$ cat src/rtl/bus_deskew_pkg.sv
// Shared types and width helpers for the bus_deskew lane skew compensator.
// Optional first-edge timeout is enabled with BUS_DESKEW_TIMEOUT_EN.
package bus_deskew_pkg;

   typedef enum logic [1:0] {
      IDLE,
      TRAIN,
      LOCKED,
      ERROR
   } state_t;

   localparam int DEF_WIDTH    = 10;
   localparam int DEF_MAX_SKEW = 4;
   localparam int DEF_TIMEOUT  = 256;

   // Training pattern: hold every lane low, then raise each lane once.
   // The earliest rising edge is t0; every lane must rise within MAX_SKEW.
   function automatic int off_w(input int max_skew);
      return (max_skew < 1) ? 1 : $clog2(max_skew + 1);
   endfunction

   function automatic int cnt_w(input int max_skew);
      return $clog2(max_skew + 2);
   endfunction

endpackage

$ cat src/rtl/bus_deskew_lane_delay.sv
// Programmable variable-delay line: STAGES-deep shift register with a
// registered tap; dout(t) = din(t-1-d), forced low while en is clear.
module lane_delay #(
   parameter int STAGES = 5,
   parameter int DW     = $clog2(STAGES)
) (
   input  logic          clk,
   input  logic          rst_n,
   input  logic          en,
   input  logic [DW-1:0] d,
   input  logic          din,
   output logic          dout
);

   logic [STAGES-2:0] sr;
   logic [STAGES-1:0] taps;

   assign taps = {sr, din};

   always_ff @(posedge clk) begin
      if (!rst_n) begin
         sr   <= '0;
         dout <= 1'b0;
      end else begin
         sr   <= taps[STAGES-2:0];
         dout <= en ? taps[d] : 1'b0;
      end
   end

endmodule

$ cat src/rtl/bus_deskew.sv
// Lane-to-lane skew compensator: trains on one rising edge per lane, then
// delays each lane so all leave MAX_SKEW+1 cycles after the earliest lane.
// Define BUS_DESKEW_TIMEOUT_EN to bound the wait for the first edge.
module bus_deskew
   import bus_deskew_pkg::*;
#(
   parameter int WIDTH    = DEF_WIDTH,
   parameter int MAX_SKEW = DEF_MAX_SKEW,
   parameter int TIMEOUT  = DEF_TIMEOUT
) (
   input  logic             clk,
   input  logic             arst_n,
   input  logic             train,
   input  logic [WIDTH-1:0] in,
   output logic [WIDTH-1:0] out,
   output logic             out_valid,
   output logic             locked,
   output logic             train_err
);

   localparam int OW = off_w(MAX_SKEW);
   localparam int CW = cnt_w(MAX_SKEW);
   localparam logic [CW-1:0] CMAX = CW'(MAX_SKEW + 1);
   localparam logic [OW-1:0] SMAX = OW'(MAX_SKEW);

   state_t state;
   logic [WIDTH-1:0] prev, seen, seen_nxt;
   logic [WIDTH-1:0] edges, fresh;
   logic [WIDTH-1:0][OW-1:0] off, off_nxt;
   logic [CW-1:0] cnt;
   logic started, meas;
   logic to_lock, to_err, to_tmo, lock_nxt;

   assign edges = in & ~prev;

   always_comb begin
      meas     = (state == TRAIN) && !train
               && !(started && cnt == CMAX);
      fresh    = meas ? (edges & ~seen) : '0;
      seen_nxt = train ? '0 : (seen | fresh);
      off_nxt  = off;
      for (int i = 0; i < WIDTH; i++) begin
         if (train)
            off_nxt[i] = '0;
         else if (fresh[i])
            off_nxt[i] = OW'(cnt);
      end
      to_lock  = meas && (&seen_nxt);
      to_err   = (state == TRAIN) && !train
               && started && (cnt == CMAX);
      lock_nxt = !train && (state == LOCKED || to_lock);
   end

`ifdef BUS_DESKEW_TIMEOUT_EN
   localparam int TW = $clog2(TIMEOUT);
   logic [TW-1:0] wcnt;

   assign to_tmo = (state == TRAIN) && !train && !started
                && !(|edges) && (wcnt == TW'(TIMEOUT - 1));

   always_ff @(posedge clk) begin
      if (!arst_n || train)
         wcnt <= '0;
      else if (state == TRAIN && !started)
         wcnt <= wcnt + 1'b1;
   end
`else
   assign to_tmo = 1'b0;
`endif

   always_ff @(posedge clk) begin
      if (!arst_n) begin
         state     <= IDLE;
         prev      <= '0;
         seen      <= '0;
         off       <= '0;
         cnt       <= '0;
         started   <= 1'b0;
         locked    <= 1'b0;
         out_valid <= 1'b0;
         train_err <= 1'b0;
      end else begin
         prev      <= in;
         seen      <= seen_nxt;
         off       <= off_nxt;
         locked    <= lock_nxt;
         out_valid <= lock_nxt;
         train_err <= !train
                   && (state == ERROR || to_err || to_tmo);
         if (train) begin
            state   <= TRAIN;
            cnt     <= '0;
            started <= 1'b0;
         end else begin
            unique case (state)
               TRAIN: begin
                  if (to_lock)
                     state <= LOCKED;
                  else if (to_err || to_tmo)
                     state <= ERROR;
                  // cycle t0 reads 0, so the register jumps to 1
                  if (started)
                     cnt <= cnt + 1'b1;
                  else if (|edges) begin
                     started <= 1'b1;
                     cnt     <= CW'(1);
                  end
               end
               default: ;
            endcase
         end
      end
   end

   for (genvar i = 0; i < WIDTH; i++) begin : g_lane
      lane_delay #(
         .STAGES(MAX_SKEW + 1)
      ) u_lane (
         .clk  (clk),
         .rst_n(arst_n),
         .en   (lock_nxt),
         .d    (SMAX - off_nxt[i]),
         .din  (in[i]),
         .dout (out[i])
      );
   end

endmodule

$ cat config.mk
export PLATFORM = sky130hd
export DESIGN_NAME = bus_deskew
export DESIGN_NICKNAME = d
export VERILOG_FILES = /design/src/rtl/bus_deskew_pkg.sv /design/src/rtl/bus_deskew_lane_delay.sv /design/src/rtl/bus_deskew.sv
export SDC_FILE = /design/constraint.sdc
export NUM_CORES = 1
export LEC_CHECK = 0
export BUFFER_PORTS_ARGS = -buffer_cell sky130_fd_sc_hd__clkbuf_2
export CELL_PAD_IN_SITES_DETAIL_PLACEMENT = 1
export CELL_PAD_IN_SITES_GLOBAL_PLACEMENT = 1
export CORE_MARGIN = 5
export CORE_UTILIZATION = 45
export DETAILED_ROUTE_END_ITERATION = 12
export PLACE_DENSITY_LB_ADDON = 0.1
export SYNTH_ARGS = -nofsm -noshare
export SYNTH_HDL_FRONTEND = slang
export SYNTH_HIERARCHICAL = 1
export SYNTH_SLANG_ARGS = --single-unit
$ cat constraint.sdc
create_clock -name clk -period 5.5 [get_ports clk]
set_input_delay 1.1 -clock clk [delete_from_list [all_inputs] [get_ports clk]]
set_output_delay 1.1 -clock clk [all_outputs]
set_load 0.1 [all_outputs]
==> results_dict.tcl <==
set metrics [dict create \
    outcome "complete, no violations" \
    period_share_pct 74.3 \
    syn_nets 467 \
    max_stage_delay_ns 0.68 \
    numPortBuffers 25 \
    grt_max_degree 48 \
    initial_core_util_pct 45.9 \
    synthArstFlopShare_pct 0 \
    firstDrtPassIters 4 \
    worstReg2RegStart "cnt[1]$_SDFFE_PP0P_" \
    die_w_um 112 \
    coreArea_mm2 0.0102 \
    syn-mean-instance-area_um2 10.6 \
    crit_path_start "train" \
    clock_latency_ns 0.38 \
    post-cts-setup-buffers 0 \
    grt_pass1_wl_um 16300 \
    synth_top_area_share_pct 46.1 \
    num_rows 37 \
    power_density_mw_per_mm2 264 \
    antenna_found_initial 0 \
    cts_max_level 3 \
    hold_buffers 0 \
    cts_resized 0 \
    netlist_area_mm2 0.00469 \
    max_freq_ghz 0.245 \
    min_period_ns 4.09 \
    worstPathCellList "clkbuf_2 > or3b_4 > nor2_8 > a21oi_1 > or4_4 > a21oi_2 > buf_4 > nand2_1 > nor4_1 > a311o_1" \
    syn_inst 442 \
    ir_worst_vdd_mv 0.203 \
    num-nets-final 491 \
    cp.depth 10 \
    area_growth_pct 9.20 \
    wl_per_cell_um 15.4 \
    cts.sink_count 108 \
    synth_edf_count 0 \
    drive_above_1_share_pct 18.3 \
    hold_depth 1 \
    critPathBufInv 2 \
    tightest_slew_ns 0.676 \
    fin_util_pct 50.1 \
    drc_errors 0 \
    min_path_type "flop to flop" \
    dieArea_mm2 0.0126 \
    die_y_um 112 \
    vias_per_cell 5.24 \
    crit_required_ns 5.82 \
    grt_usage_pct 15.9 \
    rsz0062_at_grt "no" \
    postRouteWirelength_um 9350 \
    crit_path_top_delay_cell "or3b_4" \
    p_total_uw 1350 \
    grt_pass1_vias 3393 \
    critPathCaptureType "flop" \
    synth_area_leaders "dfxtp_1, mux2i_1, and2_1" \
    synth_ff_type "dfxtp_1" \
    multi_input_area_mm2 0.00241 \
    cpLargestDelayFamily "simple AND/OR/NAND/NOR gates" \
    hold_start "g_lane[1].u_lane/sr[2]$_SDFF_PN0_" \
    yosysWarnings 6 \
    synth.distinct_cells 37 \
    path_class "input port to flop" \
    diodes 0 \
    dr_total_vias 3173 \
    place.gp.congestion 0.768 \
    cts_tree "yes" \
    synth_top_cell_by_area "dfxtp_1" \
    worstPathMaxFanout 34 \
    worstRegToRegCells 12 \
    fillCellCount 1158 \
    critPathLaunchType "input port" \
    yosys_register_bits 108 \
    seq_area_frac_synth_pct 46.1 \
    maxSlewViolCount 0 \
    path_clk_slew_ns 0.10 \
    ant_nets 0 \
    report.final.setup_viol 0 \
    seqCellArea_mm2 0.00216 \
    p_leak_uw 0.00183 \
    clock-root-buffer "clkbuf_8" \
    hold_violations 0 \
    cts_buffer_depth 2 \
    cp.arrival_ns 4.41 \
    finalSetupTns_ns 0 \
    skew_ns 0.0149 \
    max_cap_violations 0 \
    io-pin-count 26 \
    maxSlewHeadroom_pct 54.8 \
    drtIter0Drc 103 \
    post-dp-hpwl_um 6510 \
    cts_made_buffers 9 \
    grt-ovfl-total 0 \
    finalNonFillerCells 606 \
    post-place-cells 591 \
]
worst paths after layout:
check,end,slack (ns)
hold / removal,g_lane[1].u_lane/sr[3]$_SDFF_PN0_,0.46
setup reg to reg,g_lane[9].u_lane/dout$_SDFF_PN0_,1.54
hold reg to reg,g_lane[1].u_lane/sr[3]$_SDFF_PN0_,0.46
setup / recovery,g_lane[9].u_lane/dout$_SDFF_PN0_,1.41
cell usage after synthesis, types with 2 or more instances:
cell type,instances
nor4b_4,10
nor2_1,55
nand2b_1,5
and3_1,2
a311o_1,10
a21oi_1,13
a31oi_1,2
nor4_1,12
nor2b_1,9
xor2_1,10
nor4b_2,10
nand3b_1,2
nor3_1,2
nor4bb_1,10
dfxtp_1,108
ha_1,12
mux2i_1,50
or2_2,19
o22a_1,3
buf_4,2
and2_1,50
nand2_1,10
inv_1,11
clkbuf_1,12
logic make-up after synthesis:
kind of cell,after synthesis,synth area share [%]
flops,108,46.1
fa+ha+maj,12,3.20
compound gates,32,5.04
mux,50,10.7
buf+inv,27,2.58
xor+xnor,10,1.87
simple gates,203,30.6
where the power goes:
group	internal (µW)	switching, µW	leakage, µW	total, µW
clock	209	258	0.0000894	467
sequential	798	9.62	0.000879	807
combinational	31.8	45.0	0.000857	76.8
state kept, by name (all words and copies together) (netlist names):
register,count
off,30
started,1
train_err,1
seen,10
g_lane.u_lane/dout,10
locked,1
g_lane.u_lane/sr,40
state,2
cnt,3
prev,10
metal layers:
metal  vias up  track usage (%)  share of wire, %
li1       1582                -                 -
met1      1537             19.6                47
met2        41             27.1                48
met3        13             3.88               3.0
met4         0             5.85               1.8
met5         -                0                 0
cells in the final DEF, fill, tap and decap left out, types with 11 or more instances in the layout:
cell        n
a21oi_1    12
or2_2      19
mux2i_1    50
and2_1     50
dfxtp_1   108
nor2_1     55
inv_1      11
clkbuf_2   25
nor4_1     12
ha_1       12
worst register-to-register path, stage by stage (launching register included):
cell and delay [ns]:
dfxtp_1 0.76, inv_1 0.12, ha_1 0.21, and3_1 0.31
buf_4 0.28, nor2_8 0.20, a21oi_1 0.11, or4_4 0.53
a21oi_2 0.54, buf_4 0.30, nand2_1 0.10, nor4_1 0.29
a311o_1 0.16
metrics by stage:
step	hold slack, ns	instance area [µm²]	worst slack, ns
2_1_floorplan	0.429	4690	1.70
3_3_place_gp	0.433	4940	1.16
3_5_place_dp	0.448	4940	1.01
4_1_cts	0.473	5130	1.42
5_1_grt	0.496	5130	1.23
6_report	0.463	5130	1.41
layout make-up:
class / count / share of cell area, %
clock buffers: 11 / 2.56
clock inverters: 4 / 1.00
inverters: 11 / 0.805
multi-input cells: 307 / 47.1
flip-flops and latches: 108 / 42.2
well taps: 136 / 3.32
repair buffers: 29 / 3.03
(Power assumes the default switching activity.)
